## config.mk

```make
export PLATFORM = sky130hd
export DESIGN_NAME = elevator_controller_flat
export DESIGN_NICKNAME = d
export VERILOG_FILES = /design/src/rtl/elevator_pkg.sv /design/src/rtl/elevator_controller_if.sv /design/src/rtl/request_register.sv /design/src/rtl/elevator_controller.sv /design/src/flat_wrapper.sv
export SDC_FILE = /design/constraint.sdc
export NUM_CORES = 1
export LEC_CHECK = 0
export CAP_MARGIN = 10
export CORE_ASPECT_RATIO = 0.9
export CORE_MARGIN = 2
export CORE_UTILIZATION = 45
export DETAILED_ROUTE_END_ITERATION = 7
export PLACE_DENSITY = 0.7
export SLEW_MARGIN = 20
export SYNTH_ARGS = -nofsm -noshare
export SYNTH_HDL_FRONTEND = slang
export SYNTH_SLANG_ARGS = --single-unit
export TNS_END_PERCENT = 50
```

## constraint.sdc

```tcl
create_clock -name clk -period 2.7 [get_ports clk]
set_input_delay 0.405 -clock clk [delete_from_list [all_inputs] [get_ports clk]]
set_output_delay 0.405 -clock clk [all_outputs]
set_load 0.01 [all_outputs]
```

## src/rtl/elevator_pkg.sv

```systemverilog
`default_nettype none
// +----------------------------------------------------------------------+
// | elevator_pkg : shared state/direction encodings and floor width       |
// | Rev 1.0                                                              |
// +----------------------------------------------------------------------+
package elevator_pkg;

  localparam int FLOOR_W = 4;

  typedef enum logic [1:0] {
    IDLE        = 2'd0,
    MOVING_UP   = 2'd1,
    MOVING_DOWN = 2'd2,
    DOOR_OPEN   = 2'd3
  } state_e;

  typedef enum logic {
    UP   = 1'b0,
    DOWN = 1'b1
  } dir_e;

  function automatic logic [FLOOR_W-1:0] step_floor(input logic [FLOOR_W-1:0] floor,
                                                    input dir_e dir);
    return (dir == UP) ? floor + FLOOR_W'(1) : floor - FLOOR_W'(1);
  endfunction

endpackage
`default_nettype wire

```

## src/rtl/elevator_controller_if.sv

```systemverilog
`default_nettype none
// +----------------------------------------------------------------------+
// | elevator_controller_if : request strobe in, car status out            |
// | Rev 1.0                                                              |
// +----------------------------------------------------------------------+
interface elevator_controller_if
  import elevator_pkg::*;
#(
  parameter int NUM_FLOORS = 8
);

  logic                  req_valid;
  logic [FLOOR_W-1:0]    req_floor;
  logic [FLOOR_W-1:0]    current_floor;
  logic                  moving_up;
  logic                  moving_down;
  logic                  door_open;
  logic [NUM_FLOORS-1:0] pending;
  logic                  idle;

  modport master (
    output req_valid, req_floor,
    input  current_floor, moving_up, moving_down, door_open, pending, idle
  );

  modport slave (
    input  req_valid, req_floor,
    output current_floor, moving_up, moving_down, door_open, pending, idle
  );

endinterface
`default_nettype wire

```

## src/rtl/request_register.sv

```systemverilog
`default_nettype none
// +----------------------------------------------------------------------+
// | request_register : pending-floor bitmap with above/below/here lookup  |
// | Rev 1.0                                                              |
// +----------------------------------------------------------------------+
module request_register
  import elevator_pkg::*;
#(
  parameter int NUM_FLOORS = 8
) (
  input  logic                  clk,
  input  logic                  reset,
  input  logic                  set_en_i,
  input  logic [FLOOR_W-1:0]    set_floor_i,
  input  logic                  clr_en_i,
  input  logic [FLOOR_W-1:0]    clr_floor_i,
  input  logic [FLOOR_W-1:0]    cur_floor_i,
  input  logic [FLOOR_W-1:0]    probe_floor_i,
  output logic [NUM_FLOORS-1:0] pending_o,
  output logic                  above_o,
  output logic                  below_o,
  output logic                  here_o,
  output logic                  probe_hit_o
);

  logic [NUM_FLOORS-1:0] pending_q, pending_d;

  // Clear is applied after set so a stop at a floor absorbs a same-edge request for it.
  always_comb begin
    pending_d   = pending_q;
    above_o     = 1'b0;
    below_o     = 1'b0;
    here_o      = 1'b0;
    probe_hit_o = 1'b0;
    for (int i = 0; i < NUM_FLOORS; i++) begin
      if (set_en_i && (set_floor_i == FLOOR_W'(i))) pending_d[i] = 1'b1;
      if (clr_en_i && (clr_floor_i == FLOOR_W'(i))) pending_d[i] = 1'b0;
      if (pending_q[i]) begin
        if (FLOOR_W'(i) > cur_floor_i)    above_o     = 1'b1;
        if (FLOOR_W'(i) < cur_floor_i)    below_o     = 1'b1;
        if (FLOOR_W'(i) == cur_floor_i)   here_o      = 1'b1;
        if (FLOOR_W'(i) == probe_floor_i) probe_hit_o = 1'b1;
      end
    end
  end

  always_ff @(posedge clk or posedge reset) begin
    if (reset) pending_q <= '0;
    else       pending_q <= pending_d;
  end

  assign pending_o = pending_q;

endmodule
`default_nettype wire

```

## src/rtl/elevator_controller.sv

```systemverilog
`default_nettype none
// +----------------------------------------------------------------------+
// | elevator_controller : single-car SCAN scheduler with door hold        |
// | Rev 1.0                                                              |
// +----------------------------------------------------------------------+
module elevator_controller
  import elevator_pkg::*;
#(
  parameter int NUM_FLOORS    = 8,
  parameter int TRAVEL_CYCLES = 4,
  parameter int DOOR_CYCLES   = 3
) (
  input  logic                 clk,
  input  logic                 reset,
  elevator_controller_if.slave bus
);

  localparam int TRAVEL_W = (TRAVEL_CYCLES > 1) ? $clog2(TRAVEL_CYCLES) : 1;
  localparam int DOOR_W   = (DOOR_CYCLES > 1) ? $clog2(DOOR_CYCLES) : 1;

  state_e                state_q, state_d;
  logic [FLOOR_W-1:0]    floor_q, floor_d;
  dir_e                  dir_q, dir_d;
  logic [TRAVEL_W-1:0]   travel_q, travel_d;
  logic [DOOR_W-1:0]     door_q, door_d;

  logic                  req_in_range, req_here_door, set_en, clr_en;
  logic [FLOOR_W-1:0]    clr_floor, probe_floor;
  logic                  above, below, here, probe_hit;
  logic [NUM_FLOORS-1:0] pending;

  // Widened compare so NUM_FLOORS=16 does not wrap to zero.
  assign req_in_range  = bus.req_valid &&
                         ({1'b0, bus.req_floor} < (FLOOR_W+1)'(NUM_FLOORS));
  assign req_here_door = req_in_range && (state_q == DOOR_OPEN) && (bus.req_floor == floor_q);
  assign set_en        = req_in_range && !req_here_door;
  assign probe_floor   = step_floor(floor_q, (state_q == MOVING_DOWN) ? DOWN : UP);

  request_register #(
    .NUM_FLOORS(NUM_FLOORS)
  ) u_request_register (
    .clk          (clk),
    .reset        (reset),
    .set_en_i     (set_en),
    .set_floor_i  (bus.req_floor),
    .clr_en_i     (clr_en),
    .clr_floor_i  (clr_floor),
    .cur_floor_i  (floor_q),
    .probe_floor_i(probe_floor),
    .pending_o    (pending),
    .above_o      (above),
    .below_o      (below),
    .here_o       (here),
    .probe_hit_o  (probe_hit)
  );

  always_comb begin
    state_d   = state_q;
    floor_d   = floor_q;
    dir_d     = dir_q;
    travel_d  = travel_q;
    door_d    = door_q;
    clr_en    = 1'b0;
    clr_floor = floor_q;
    unique case (state_q)
      IDLE: begin
        if (here) begin
          state_d = DOOR_OPEN;
          door_d  = '0;
          clr_en  = 1'b1;
        end else if (above) begin
          state_d  = MOVING_UP;
          travel_d = '0;
        end else if (below) begin
          state_d  = MOVING_DOWN;
          travel_d = '0;
        end
      end
      MOVING_UP, MOVING_DOWN: begin
        if (travel_q == TRAVEL_W'(TRAVEL_CYCLES - 1)) begin
          floor_d  = probe_floor;
          travel_d = '0;
          dir_d    = (state_q == MOVING_UP) ? UP : DOWN;
          if (probe_hit) begin
            state_d   = DOOR_OPEN;
            door_d    = '0;
            clr_en    = 1'b1;
            clr_floor = probe_floor;
          end
        end else begin
          travel_d = travel_q + TRAVEL_W'(1);
        end
      end
      DOOR_OPEN: begin
        if (req_here_door) begin
          door_d = '0;
        end else if (door_q == DOOR_W'(DOOR_CYCLES - 1)) begin
          door_d   = '0;
          travel_d = '0;
          if ((dir_q == UP) ? above : below)
            state_d = (dir_q == UP) ? MOVING_UP : MOVING_DOWN;
          else if ((dir_q == UP) ? below : above)
            state_d = (dir_q == UP) ? MOVING_DOWN : MOVING_UP;
          else
            state_d = IDLE;
        end else begin
          door_d = door_q + DOOR_W'(1);
        end
      end
      default: state_d = IDLE;
    endcase
  end

  always_ff @(posedge clk or posedge reset) begin
    if (reset) begin
      state_q  <= IDLE;
      floor_q  <= '0;
      dir_q    <= UP;
      travel_q <= '0;
      door_q   <= '0;
    end else begin
      state_q  <= state_d;
      floor_q  <= floor_d;
      dir_q    <= dir_d;
      travel_q <= travel_d;
      door_q   <= door_d;
    end
  end

  assign bus.current_floor = floor_q;
  assign bus.moving_up     = (state_q == MOVING_UP);
  assign bus.moving_down   = (state_q == MOVING_DOWN);
  assign bus.door_open     = (state_q == DOOR_OPEN);
  assign bus.idle          = (state_q == IDLE);
  assign bus.pending       = pending;

endmodule
`default_nettype wire

```

## src/flat_wrapper.sv

```systemverilog
// flat-port wrapper written by rule: the top's interface ports become plain ports
module elevator_controller_flat import elevator_pkg::*;
#(
  parameter int NUM_FLOORS    = 8,
  parameter int TRAVEL_CYCLES = 4,
  parameter int DOOR_CYCLES   = 3
)
  (clk, reset, bus_req_valid, bus_req_floor, bus_current_floor, bus_moving_up, bus_moving_down, bus_door_open, bus_pending, bus_idle);
  elevator_controller_if #(.NUM_FLOORS(NUM_FLOORS)) bus_i ();
  input  logic clk;
  input  logic reset;
  input wire logic [$bits(bus_i.req_valid)-1:0] bus_req_valid;
  input wire logic [$bits(bus_i.req_floor)-1:0] bus_req_floor;
  output wire logic [$bits(bus_i.current_floor)-1:0] bus_current_floor;
  output wire logic [$bits(bus_i.moving_up)-1:0] bus_moving_up;
  output wire logic [$bits(bus_i.moving_down)-1:0] bus_moving_down;
  output wire logic [$bits(bus_i.door_open)-1:0] bus_door_open;
  output wire logic [$bits(bus_i.pending)-1:0] bus_pending;
  output wire logic [$bits(bus_i.idle)-1:0] bus_idle;
  assign bus_i.req_valid = bus_req_valid;
  assign bus_i.req_floor = bus_req_floor;
  assign bus_current_floor = bus_i.current_floor;
  assign bus_moving_up = bus_i.moving_up;
  assign bus_moving_down = bus_i.moving_down;
  assign bus_door_open = bus_i.door_open;
  assign bus_pending = bus_i.pending;
  assign bus_idle = bus_i.idle;
  elevator_controller #(.NUM_FLOORS(NUM_FLOORS), .TRAVEL_CYCLES(TRAVEL_CYCLES), .DOOR_CYCLES(DOOR_CYCLES)) u_core (.clk(clk), .reset(reset), .bus(bus_i));
endmodule
```

# Word level (Yosys, flattened, before mapping)
# Cells that the tools add are included.
# op_classes
shift	0
n_eq_ne	42
mul	0
n_addsub	4
n_div	0
n_reduce_logical	39
n_lt_le_gt_ge	17
mux	117
n_bitwise	0
# op_table
operator	n
$mux 1	87
$mux 2	22
$eq 3x4->1 const A	8
$eq 4x3->1 const B	8
$logic_and 1x1->1	20
$pmux 2 s3	3
$eq 2x4->1 const A	4
$eq 4x2->1 const B	4
$gt 3x4->1 const A	4
$logic_not 4->1	4
$lt 3x4->1 const A	4
$mux 4	4
$reduce_bool 2->1	8
$eq 1x4->1 const A	2
$eq 2x2->1 const B	4
$eq 4x1->1 const B	2
$gt 1x4->1 const A	2
$gt 2x4->1 const A	2
$lt 1x4->1 const A	2
$lt 2x4->1 const A	2
$ne 2x1->1 const B	4
$reduce_and 5->1	1
$add 2x1->2 const B	2
$add 4x1->4 const B	1
other kinds (14)	15
# word_totals
output_inout_bits	16
n_memories	0
latchBits	0
ff_bits	19
input_bits	7
romBits	0
mem_bits_rw	0

# Logic depth before layout (Yosys ltp)
# Gate-level depths: netlist of run 1.
# depth
depth_word	26
mapped_depth	11

# Modules after synthesis
# A second synthesis of run 1 with hierarchy kept.
# hier_totals
cells_unflattened	163
area_unflattened_um2	1532.7
# by_module_without_submodules
mod	seq_area_each_um2	cells_per_inst	instances	area_per_inst_um2
elevator_controller	275.3	91	1	885.8
request_register	200.2	72	1	646.9

# Least setup slack after synthesis of run 1
# OpenSTA, ideal clock, no wires.
# synth_timing
kind	register to register
from	register u_core.floor_q[1] (netlist: u_core.bus.current_floor[1])
to	register u_core.u_request_register.pending_q[4] (netlist: u_core.u_request_register.pending_o[4])
path_buffers	2
stages_incl_launch_ff	12
setup_time_ns	0.138
arrival_time_ns	2.763
setup_slack_ns	-0.201
t_required_ns	2.562
cell_sequence	dfrtp_1 > buf_2 > inv_1 > ha_1 > clkbuf_1 > and3_1 > o221ai_2 > a211oi_1 > a2111o_1 > or3_4 > a221oi_4 > a31oi_1
# synth_between
elab_chain_cells	25
word_cells_on_any_way	67
# synth_rtl
element	line	rtl
start: declaration	elevator_controller.sv:22	logic [FLOOR_W-1:0] floor_q, floor_d;
start signal: assignment	elevator_controller.sv:123	floor_q <= floor_d;
$add 4x1->4 / $sub 4x1->4 (equally long branches)	elevator_pkg.sv:24	return (dir == UP) ? floor + FLOOR_W'(1) : floor - FLOOR_W'(1);
$mux 4	elevator_pkg.sv:24	
$logic_not 4->1	request_register.sv:42	if (FLOOR_W'(i) == probe_floor_i) probe_hit_o = 1'b1;
$mux 1	request_register.sv:42	
$mux 1	request_register.sv:38	if (pending_q[i]) begin
$mux 1	request_register.sv:42	
$mux 1	request_register.sv:38	
$mux 1	request_register.sv:42	
[9 not listed]	n/a	
$mux 1	request_register.sv:42	
$mux 1	request_register.sv:38	
$mux 4	elevator_controller.sv:84	if (probe_hit) begin
$mux 4	elevator_controller.sv:80	if (travel_q == TRAVEL_W'(TRAVEL_CYCLES - 1)) begin
$mux 4	elevator_controller.sv:65	unique case (state_q)
$eq 4x3->1	request_register.sv:37	if (clr_en_i && (clr_floor_i == FLOOR_W'(i))) pending_d[i] = 1'b0;
$logic_and 1x1->1	request_register.sv:37	
$mux 1 / $reduce_bool 2->1 (equally long branches)	n/a	
end signal: assignment	request_register.sv:49	else pending_q <= pending_d;
end: declaration	request_register.sv:26	logic [NUM_FLOORS-1:0] pending_q, pending_d;
# Parallel ways exist; a longest one is shown, timed or not.
# A chain may end at the register's enable or synchronous reset.

# Worst setup path in the final report of run 1
# layout_timing
from	register u_core.state_q[0]
to	register u_core.u_request_register.pending_q[6] (netlist: u_core.u_request_register.pending_o[6])
# layout_between
elab_chain_cells	26
word_cells_on_any_way	46
# layout_rtl
element	line	rtl
start: declaration	elevator_controller.sv:21	state_e state_q, state_d;
start signal: assignment	elevator_controller.sv:122	state_q <= state_d;
$eq 2x2->1	elevator_controller.sv:37, elevator_controller.sv:65	
$mux 1	elevator_controller.sv:37	assign probe_floor = step_floor(floor_q, (state_q == MOVING_DOWN) ? DOWN : UP);
$mux 4	elevator_pkg.sv:24	
$logic_not 4->1	request_register.sv:42	
$mux 1	request_register.sv:42	
$mux 1	request_register.sv:38	
$mux 1	request_register.sv:42	
$mux 1	request_register.sv:38	
[10 not listed]	n/a	
$mux 1	request_register.sv:42	
$mux 1	request_register.sv:38	
$mux 4	elevator_controller.sv:84	
$mux 4	elevator_controller.sv:80	
$mux 4	elevator_controller.sv:65	
$eq 4x3->1	request_register.sv:37	
$logic_and 1x1->1	request_register.sv:37	
$mux 1 / $reduce_bool 2->1 (equally long branches)	n/a	
# Parallel ways exist; a longest one is shown, timed or not.

==> results of run 1 <==
through the flow:
stage	total power [mW]	std cells	setup WS (ps)	utilization (%)
finish	3.30	282	33.7	63.1
global route	3.54	282	-63.7	63.1
CTS	2.99	282	5.72	59.9
detailed placement	2.67	275	-94.2	57.5
global placement	2.64	275	-85.3	57.5
floorplan	1.98	199	-10.9	-
cell usage in the layout, fill, tap and decap left out, drive strengths merged, types with 8 or more instances in the layout:
cell,Yosys,routed
a21oi,17,17
a31oi,10,10
buf,4,20
clkdlybuf4s50,0,22
dfrtp,19,19
ha,10,10
inv,11,11
nand2,13,13
nand2b,8,8
nor2,15,15
flip-flops by register name, summed over array words and instances (netlist names):
name,flops
u_core.travel_q,2
u_core.u_request_register.pending_o,8
u_core.state_q,2
u_core.bus.current_floor,4
u_core.dir_q,1
u_core.door_q,2
worst paths after layout:
| path | from | to |
|---|---|---|
| setup / recovery | u_core.state_q[0] | u_core.u_request_register.pending_o[6] |
| hold / removal | u_core.travel_q[1] | u_core.travel_q[1] |
| setup reg to reg | u_core.state_q[0] | u_core.u_request_register.pending_o[6] |
| hold reg to reg | u_core.travel_q[1] | u_core.travel_q[1] |
| max in group asynchronous | reset | u_core.bus.current_floor[0] |
| min in group asynchronous | reset | u_core.door_q[1] |
cells in the mapped netlist, types with 3 or more instances:
library cell,number,share of area (%)
a211oi_1,3,1.3
a21o_1,3,1.3
a21oi_1,17,5.0
a22oi_1,3,1.3
a31oi_1,10,3.6
clkbuf_1,5,1.1
dfrtp_1,19,28
ha_1,10,7.3
inv_1,11,2.4
mux2_2,3,2.0
mux2i_1,5,2.9
nand2_1,13,2.8
nand2b_1,8,2.9
nand3_1,4,1.2
nor2_1,15,3.3
nor2b_1,5,1.8
nor3_1,4,1.2
nor3b_1,3,1.3
o21ai_0,4,1.2
xnor2_1,6,3.1
where the power goes:
group	switching (mW)	internal, mW	total [mW]
sequential	0.188	0.402	0.589
combinational	1.27	1.23	2.50
clock	0.107	0.104	0.212
kinds of logic (layout without fill, tap and decap cells):
family | after synthesis | in the layout
XOR/XNOR | 8 | 8
AND/OR/NAND/NOR | 67 | 67
multiplexers | 12 | 12
buffers and inverters | 20 | 57
AO/OA/AOI/OAI | 62 | 62
adder cells (fa/ha/maj) | 11 | 11
flip-flops | 19 | 19
cell type report:
class,instances,area [sq um],share of cell area (%)
Clock buffer,3,41.3,1.78
Tap cell,46,57.6,2.48
Multi-Input combinational cell,160,1320,56.8
Sequential cell,19,478,20.6
Clock inverter,1,7.51,0.323
Inverter,11,43.8,1.89
Timing Repair Buffer,42,374,16.1
critical path: stages (launching register included):
cell and delay, ps:
dfrtp_1 390, inv_2 80, ha_4 200, mux2i_4 330
xnor2_2 110, mux2i_2 190, a2111o_1 440, or3_4 370
a221oi_4 330, a31oi_1 130
metal layers:
metal,up-vias,wire length [um]
li1,814,-
met1,815,2240
met2,56,2240
met3,6,247
met4,0,75
met5,-,0
timing repair:
action,4_1_cts,5_1_grt
buffers inserted,3,0
hold buffers,0,0
setup endpoints to repair,9,13
pin swaps,5,12
resized for setup,5,21
==> flow_summary_export.csv, run 1 <==
group,metric,value,unit
routing,totalWireLength,4.81,mm
routing,drt.antenna.violating_nets,0,
place,finalWeightedCongestion,0.854,
grt,grt_usage,22.4,%
logic_synthesis,synth.yosys.warnings,0,
timing,relSlewSlack,47.8,%
finish,total_nets_final,254,
logic_synthesis,synth_area_in_xor_xnor,4.08,%
timing,rsz0062_at_grt,"yes",
routing,first_iter_violations,94,
power,pwr_density,1420,nW/um^2
logic_synthesis,synth_seq_cells,19,
floorplanning,die_height,62.6,um
logic_synthesis,postSynthAreaPerCell,8.62,sq um
job,cap_violations,0,
place,detailed_place.area,2110,sq um
logic_synthesis,register_area_share_after_synthesis,27.7,%
setup_path,critical_path_required,2840,ps
grt,first_pass_grt_wire_length,7.76,mm
logic_synthesis,ffs_w_async_s_r_synth,100,%
cts,cts_tree,"built",
logic_synthesis,synthesis.instances,199,
cts,tritoncts.num_buffers,3,
logic_synthesis,dominant_combinational_cell_family_by_area_after_synthesis,"compound AO/OA/AOI/OAI gates",
floorplanning,core_area,3680,sq um
timing,worst_tran_pin_value,783,ps
setup_path,register_to_register_setup_slack,30,ps
timing,final_max_slew_viol_count,0,
grt,gr-max-usage-layer,"met2",
finish,post_route_cells_drive_above_1_share,24.6,%
routing,vias_per_cell,6.00,
floorplanning,rows,21,
cts,cts_htree_levels,1,
routing,drc,0,
logic_synthesis,synth_fp_nets,216,
routing,total_number_of_vias,1691,
power,p_leak,0.925,nW
finish,fin_area,2320,sq um
timing,finalWorstPathRequiredPeriod,2670,ps
cts,cts.path.max_buffers,2,
cts,clock-root-buffer,"clkbuf_8",
floorplanning,die_width,69.1,um
logic_synthesis,synthesis.area,1720,sq um
logic_synthesis,synth_compound_area_share,25.8,%
grt,grt_max_degree,24,
grt,global_route.usage.met2,34.9,%
grt,antenna_found_initial,0,
floorplanning,start_util,46.6,%
setup_path,timing.reg2reg.worst_path_depth,9,
run_status,run_status,"finished, final reports clean",
min_path,hold_class,"flop to flop",
logic_synthesis,post_synth_fa_ha_maj_area_fraction,7.88,%
logic_synthesis,synth_simple_gate_area_share,21.7,%
place,dp_hpwl,3.46,mm
grt,gr-usage-met3,5.00,%
timing,final-hold-violation-count,0,
routing,routed_wire_length_per_instance,17.1,um
grt,grt_pass1_vias,1572,
power,vdd_ir_drop_max,0.562,mV
finish,fillerInstances,312,
routing,drt_pass1_iterations,4,
grt,global_route.usage.met1,31.7,%
logic_synthesis,synth.lib_cells_used.distinct,58,
timing,post-route-period-util,98.8,%
timing,fin_setup_tns,0,ps
setup_path,worstSetupEndpointType,"flop",
timing,fmax,375,MHz
timing,hold_ws,546,ps
logic_synthesis,synth_flop_cell,"dfrtp_1",
cts,clk_latency,260,ps
setup_path,crit_path_max_fanout,8,
finish,antenna_cells,0,
floorplanning,die_area,4320,sq um
min_path,min_path_cells,2,
grt,overflow,0,
timing,clock_skew,2.48,ps
place,placement.io_buffers,22,
logic_synthesis,synth_enable_flop_cells,0,
setup_path,timing.setup.critical_path_class,"flop to flop",
timing,final-setup-viol-count,0,
setup_path,critical_path_launch_point_type,"flop",
logic_synthesis,yosys-mux-area-fraction,7.88,%
cts,clk_transition_reported_paths,80,ps
setup_path,cp_arrival,2810,ps
finish,area_growth,35.3,%
floorplanning,io_pins,23,
cts,cts.sink_count,19,
No activity file was read; power rests on OpenSTA's default activity.
==> run 2: changes to the inputs <==
--- a/config.mk
+++ b/config.mk
@@ -9,8 +9,9 @@
 export CORE_ASPECT_RATIO = 0.9
 export CORE_MARGIN = 2
 export CORE_UTILIZATION = 45
+export CTS_CLUSTER_DIAMETER = 50
 export DETAILED_ROUTE_END_ITERATION = 7
-export PLACE_DENSITY = 0.7
+export PLACE_DENSITY = 0.67
 export SLEW_MARGIN = 20
 export SYNTH_ARGS = -nofsm -noshare
 export SYNTH_HDL_FRONTEND = slang
==> constraint.sdc (replaced) <==
create_clock -name clk -period 2.9 [get_ports clk]
set_input_delay 0.435 -clock clk [delete_from_list [all_inputs] [get_ports clk]]
set_output_delay 0.435 -clock clk [all_outputs]
set_load 0.01 [all_outputs]
==> run 2 against run 1 <==
Compared with the run above: cell count fell by 3.2%; register-to-register slack better by 100 ps; largest cell class unchanged; critical endpoint is now u_core.u_request_register.pending_o[4]; utilization is 5.4 points lower; first-iteration DRC count grew 70%; maximum frequency down 3.5%; clock skew increased by 2.3 ps; die area unchanged; largest power group unchanged; critical path depth unchanged; combinational power decreased by 25%.
==> flow_summary_export.csv, run 2 (synthesis gave the netlist of run 1 again) <==
group,metric,value,unit
place,placement.io_buffers,22,
power,pwr_density,1230,nW/um^2
grt,antenna_found_initial,0,
timing,finalWorstPathRequiredPeriod,2760,ps
setup_path,worst_setup_path_startpoint,"u_core.state_q[1]",
power,vdd_ir_drop_max,0.469,mV
setup_path,regToRegEndpoint,"u_core.u_request_register.pending_o[4]",
grt,grt_usage,21.7,%
power,p_leak,0.856,nW
routing,drt_pass1_iterations,5,
finish,layout.cells.non_filler,273,
routing,routed_wire_length_per_instance,16.7,um
finish,antenna_cells,0,
place,dp_hpwl,3.45,mm
cts,clock-root-buffer,"clkbuf_8",
cts,cts_tree,"built",
cts,clk_latency,260,ps
setup_path,timing.reg2reg.worst_path_depth,9,
setup_path,worstReg2RegStart,"u_core.state_q[1]",
setup_path,cp_arrival,2900,ps
floorplanning,io_pins,23,
routing,drc,0,
floorplanning,start_util,46.6,%
timing,clock_skew,4.81,ps
routing,first_iter_violations,160,
setup_path,register_to_register_setup_slack,140,ps
cts,cts_htree_levels,1,
grt,grt_max_degree,20,
routing,drt.antenna.violating_nets,0,
finish,largest_reg_flops,8,
place,placed_cells,269,
cts,cts-hold-fix-buffers,0,
timing,worst_tran_pin_value,799,ps
cts,clk_transition_reported_paths,80,ps
grt,overflow,0,
finish,layout.cells.most_common_list,"22 x clkdlybuf4s50_1, 19 x dfrtp_1, 17 x a21oi_1, 15 x nor2_1, 13 x nand2_1",
timing,final-setup-viol-count,0,
setup_path,worstSetupEndpointType,"flop",
grt,grt_pass1_vias,1568,
cts,cts.path.max_buffers,2,
job,cap_violations,0,
timing,fmax,362,MHz
timing,final_max_slew_viol_count,0,
routing,vias_per_cell,5.99,
floorplanning,die_height,62.6,um
floorplanning,rows,21,
cts,cts.sink_count,19,
min_path,hold_class,"flop to flop",
grt,first_pass_grt_wire_length,7.64,mm
timing,relSlewSlack,46.7,%
cts,ctsResizeCount,0,
finish,post_route_cells_drive_above_1_share,14.1,%
finish,layout_commonest_cell,"clkdlybuf4s50_1",
setup_path,critical_path_required,3030,ps
floorplanning,die_width,69.1,um
power,total_power,2.62,mW
timing,final-hold-violation-count,0,
routing,totalWireLength,4.57,mm
cts,post-cts-setup-buffer-count,0,
setup_path,critical_path_launch_point_type,"flop",
floorplanning,die_area,4320,sq um
floorplanning,core_area,3680,sq um
setup_path,crit_path_max_fanout,9,
cts,tritoncts.num_buffers,3,
run_status,run_status,"finished, final reports clean",
setup_path,timing.setup.critical_path_class,"flop to flop",
setup_path,critical_path_destination,"u_core.u_request_register.pending_o[4]",
timing,post-route-period-util,95.3,%
finish,total_nets_final,245,
routing,total_number_of_vias,1635,
finish,area_growth,23.7,%
place,finalWeightedCongestion,0.865,
==> run 2: changes by cell type in the layout (fill, tap and decap cells not counted), sizes merged <==
cell      previous run  this run
buf                 20        11
clkinv               0         1
clkinvlp             1         0
==> run 2: per-stage QoR <==
| step | setup TNS [ps] | cell area, sq um | worst slack (ps) | hold slack, ps | util [%] |
|---|---|---|---|---|---|
| 3_3_place_gp | 0 | 2030 | 142 | 512 | 55.2 |
| 2_1_floorplan | 0 | 1720 | 50.9 | 386 | - |
| 5_1_grt | -1.99 | 2120 | -1.99 | 563 | 57.7 |
| 3_5_place_dp | 0 | 2030 | 74.2 | 524 | 55.2 |
| 6_report | 0 | 2120 | 138 | 534 | 57.7 |
| 4_1_cts | 0 | 2080 | 57.2 | 535 | 56.5 |
==> run 2: worst max-delay path: stages (launching register included) <==
cell and delay [ps]:
dfrtp_1 440, ha_4 210, buf_4 160, and4b_1 330, o21a_1 150, o32ai_2 100, a2111o_1 410, or3_4 360
a221oi_4 340, a31oi_1 130
==> run 2: layer usage <==
layer  share of wire, %  up-vias  global-route usage (%)  routed length (um)
met1                 47      783                    30.5                2150
li1                   -      791                       -                   -
met4                1.9        0                    7.84                  87
met2                 46       54                    34.4                2120
met3                4.8        7                    2.58                 221
met5                  0        -                       0                   0
==> run 2: worst min path at each step <==
stage / slack, ps / depth (start not counted) / start / end
2_1_floorplan: 390 / 1 / reset / u_core.bus.current_floor[0]
3_3_place_gp: 510 / 2 / u_core.travel_q[1] / u_core.travel_q[1]
3_5_place_dp: 520 / 2 / u_core.travel_q[1] / u_core.travel_q[1]
4_1_cts: 530 / 2 / u_core.travel_q[1] / u_core.travel_q[1]
5_1_grt: 560 / 2 / u_core.travel_q[1] / u_core.travel_q[1]
6_report: 530 / 2 / u_core.travel_q[1] / u_core.travel_q[1]
==> run 2: report_power, final <==
part / total (mW) / internal [mW] / switching (mW)
clock: 0.194 / 0.0957 / 0.0986
combinational: 1.87 / 0.901 / 0.971
sequential: 0.554 / 0.371 / 0.182
total: 2.62 / 1.37 / 1.25
==> run 2: cell type report <==
cell class / instances / area, sq um
Clock inverter: 1 / 5.00
Sequential cell: 19 / 475
Timing Repair Buffer: 33 / 303
Multi-Input combinational cell: 160 / 1200
Clock buffer: 3 / 41.3
Tap cell: 46 / 57.6
Inverter: 11 / 41.3
Fill cell: 339 / 1560
==> run 3: changes to the inputs <==
--- a/config.mk
+++ b/config.mk
@@ -12,6 +12,7 @@
 export CTS_CLUSTER_DIAMETER = 50
 export DETAILED_ROUTE_END_ITERATION = 7
 export PLACE_DENSITY = 0.67
+export RECOVER_POWER = 50
 export SLEW_MARGIN = 20
 export SYNTH_ARGS = -nofsm -noshare
 export SYNTH_HDL_FRONTEND = slang
==> run 3 against run 2 <==
Compared with the run above: sequential power about the same; critical endpoint unchanged; critical path depth unchanged; clock-buffer cell count unchanged; cell count unchanged; clock skew decreased by 3.3 ps; worst setup slack got worse by 13 ps; worst hold slack about the same; clock power about the same; power decreased by 0.55%; routed wire length about the same; die area unchanged.
==> flow_summary_export.csv, run 3 (synthesis gave the netlist of run 1 again) <==
group,metric,value,unit
run_status,run_status,"finished, final reports clean",
setup_path,critical_path_required,3030,ps
timing,final_max_slew_viol_count,0,
cts,clk_latency,260,ps
cts,cts_htree_levels,1,
grt,first_pass_grt_wire_length,7.64,mm
routing,first_iter_violations,161,
finish,total_nets_final,245,
cts,ctsResizeCount,0,
floorplanning,rows,21,
routing,routed_wire_length_per_instance,16.7,um
place,dp_hpwl,3.45,mm
place,placed_cells,269,
job,cap_violations,0,
grt,grt_pass1_vias,1568,
setup_path,worstReg2RegStart,"u_core.state_q[1]",
finish,post_route_cells_drive_above_1_share,14.1,%
routing,drc,0,
timing,finalWorstPathRequiredPeriod,2780,ps
finish,largest_reg_flops,8,
power,sequentialPowerShare,21.2,%
grt,overflow,0,
cts,cts-hold-fix-buffers,0,
timing,fmax,360,MHz
setup_path,timing.reg2reg.worst_path_depth,9,
routing,totalWireLength,4.57,mm
floorplanning,die_area,4320,sq um
power,p_leak,0.851,nW
floorplanning,start_util,46.6,%
cts,cts.path.max_buffers,2,
cts,tritoncts.num_buffers,3,
cts,post-cts-setup-buffer-count,0,
power,combinationalPowerShare,71.4,%
cts,cts_tree,"built",
min_path,hold_class,"flop to flop",
floorplanning,die_width,69.1,um
timing,relSlewSlack,47.3,%
timing,final-hold-violation-count,0,
floorplanning,core_area,3680,sq um
setup_path,critical_path_launch_point_type,"flop",
setup_path,timing.setup.critical_path_class,"flop to flop",
setup_path,worstSetupEndpointType,"flop",
grt,antenna_found_initial,0,
power,pwr_density,1230,nW/um^2
routing,vias_per_cell,6.10,
power,vdd_ir_drop_max,0.458,mV
power,internal_power,1.36,mW
timing,clock_skew,1.52,ps
finish,post-route-util,57.7,%
power,proportion_of_power_drawn_by_the_clock_network,7.4,%
setup_path,register_to_register_setup_slack,120,ps
finish,area_growth,23.7,%
setup_path,cp_arrival,2900,ps
finish,antenna_cells,0,
timing,post-route-period-util,95.7,%
routing,drt.antenna.violating_nets,0,
setup_path,critical_path_destination,"u_core.u_request_register.pending_o[4]",
place,finalWeightedCongestion,0.865,
timing,final-setup-viol-count,0,
power,power.switching,1.25,mW
floorplanning,die_height,62.6,um
finish,layout.cells.non_filler,273,
grt,grt_max_degree,20,
routing,total_number_of_vias,1664,
timing,worst_tran_pin_value,790,ps
floorplanning,io_pins,23,
finish,layout_commonest_cell,"dfrtp_1",
setup_path,regToRegEndpoint,"u_core.u_request_register.pending_o[4]",
cts,clk_transition_reported_paths,80,ps
grt,grt_usage,21.7,%
routing,drt_pass1_iterations,5,
setup_path,worst_setup_path_startpoint,"u_core.state_q[1]",
setup_path,crit_path_max_fanout,9,
min_path,min_path_cells,2,
place,placement.io_buffers,22,
cts,clock-root-buffer,"clkbuf_8",
cts,cts.sink_count,19,
finish,layout.cells.most_common_list,"19 x dfrtp_1, 17 x a21oi_1, 17 x clkdlybuf4s50_1, 15 x nor2_1, 13 x nand2_1",
power,switching_share,47.8,%
run 3: cell count changes in the layout (fill, tap and decap cells not counted):
cell	previous run	this run
clkdlybuf4s50_1	22	17
dlygate4sd3_1	0	5
run 3: worst min-delay path by stage:
stage | start | to | slack (ps)
finish | u_core.travel_q[1] | u_core.travel_q[1] | 530
floorplan | reset | u_core.bus.current_floor[0] | 390
global route | u_core.travel_q[1] | u_core.travel_q[1] | 560
detailed placement | u_core.travel_q[1] | u_core.travel_q[1] | 520
global placement | u_core.travel_q[1] | u_core.travel_q[1] | 510
CTS | u_core.travel_q[1] | u_core.travel_q[1] | 530
run 3: per-stage QoR:
| step | worst slack [ps] | setup TNS [ps] | instance area (sq um) | hold slack [ps] | total power [mW] |
|---|---|---|---|---|---|
| after floorplan | 50.9 | 0 | 1720 | 386 | 1.76 |
| after global placement | 142 | 0 | 2030 | 512 | 2.28 |
| after detailed placement | 74.2 | 0 | 2030 | 524 | 2.31 |
| after CTS | 57.2 | 0 | 2080 | 535 | 2.52 |
| after global routing | -1.99 | -1.99 | 2120 | 563 | 2.82 |
| final | 124 | 0 | 2120 | 534 | 2.60 |
run 3: cell type report:
type	count	area [sq um]
clock inverters	1	5.00
inverters	11	41.3
multi-input cells	160	1200
repair buffers	33	303
clock buffers	3	41.3
well taps	46	57.6
fillers	339	1560
flip-flops and latches	19	475
run 3: worst max-delay path, stage by stage (launching register included):
cell and delay (ps):
dfrtp_1 440, ha_4 210, buf_4 170, and4b_1 330
o21a_1 150, o32ai_2 100, a2111o_1 410, or3_4 360
a221oi_4 350, a31oi_1 130
run 3: routing by layer:
layer | vias to the layer above | global-route usage (%) | wire length [um]
li1 | 792 | - | -
met1 | 780 | 30.5 | 2040
met2 | 83 | 34.4 | 2080
met3 | 9 | 2.58 | 350
met4 | 0 | 7.84 | 98
met5 | - | 0 | 0
run 3: power by group through the flow:
stage          clock [mW]  combinational [mW]  sequential, mW
6_report            0.192                1.86           0.553
5_1_grt             0.205                2.04           0.578
4_1_cts             0.193                1.78           0.548
3_5_place_dp            0                1.76           0.551
3_3_place_gp            0                1.73           0.545
2_1_floorplan           0                1.24           0.515
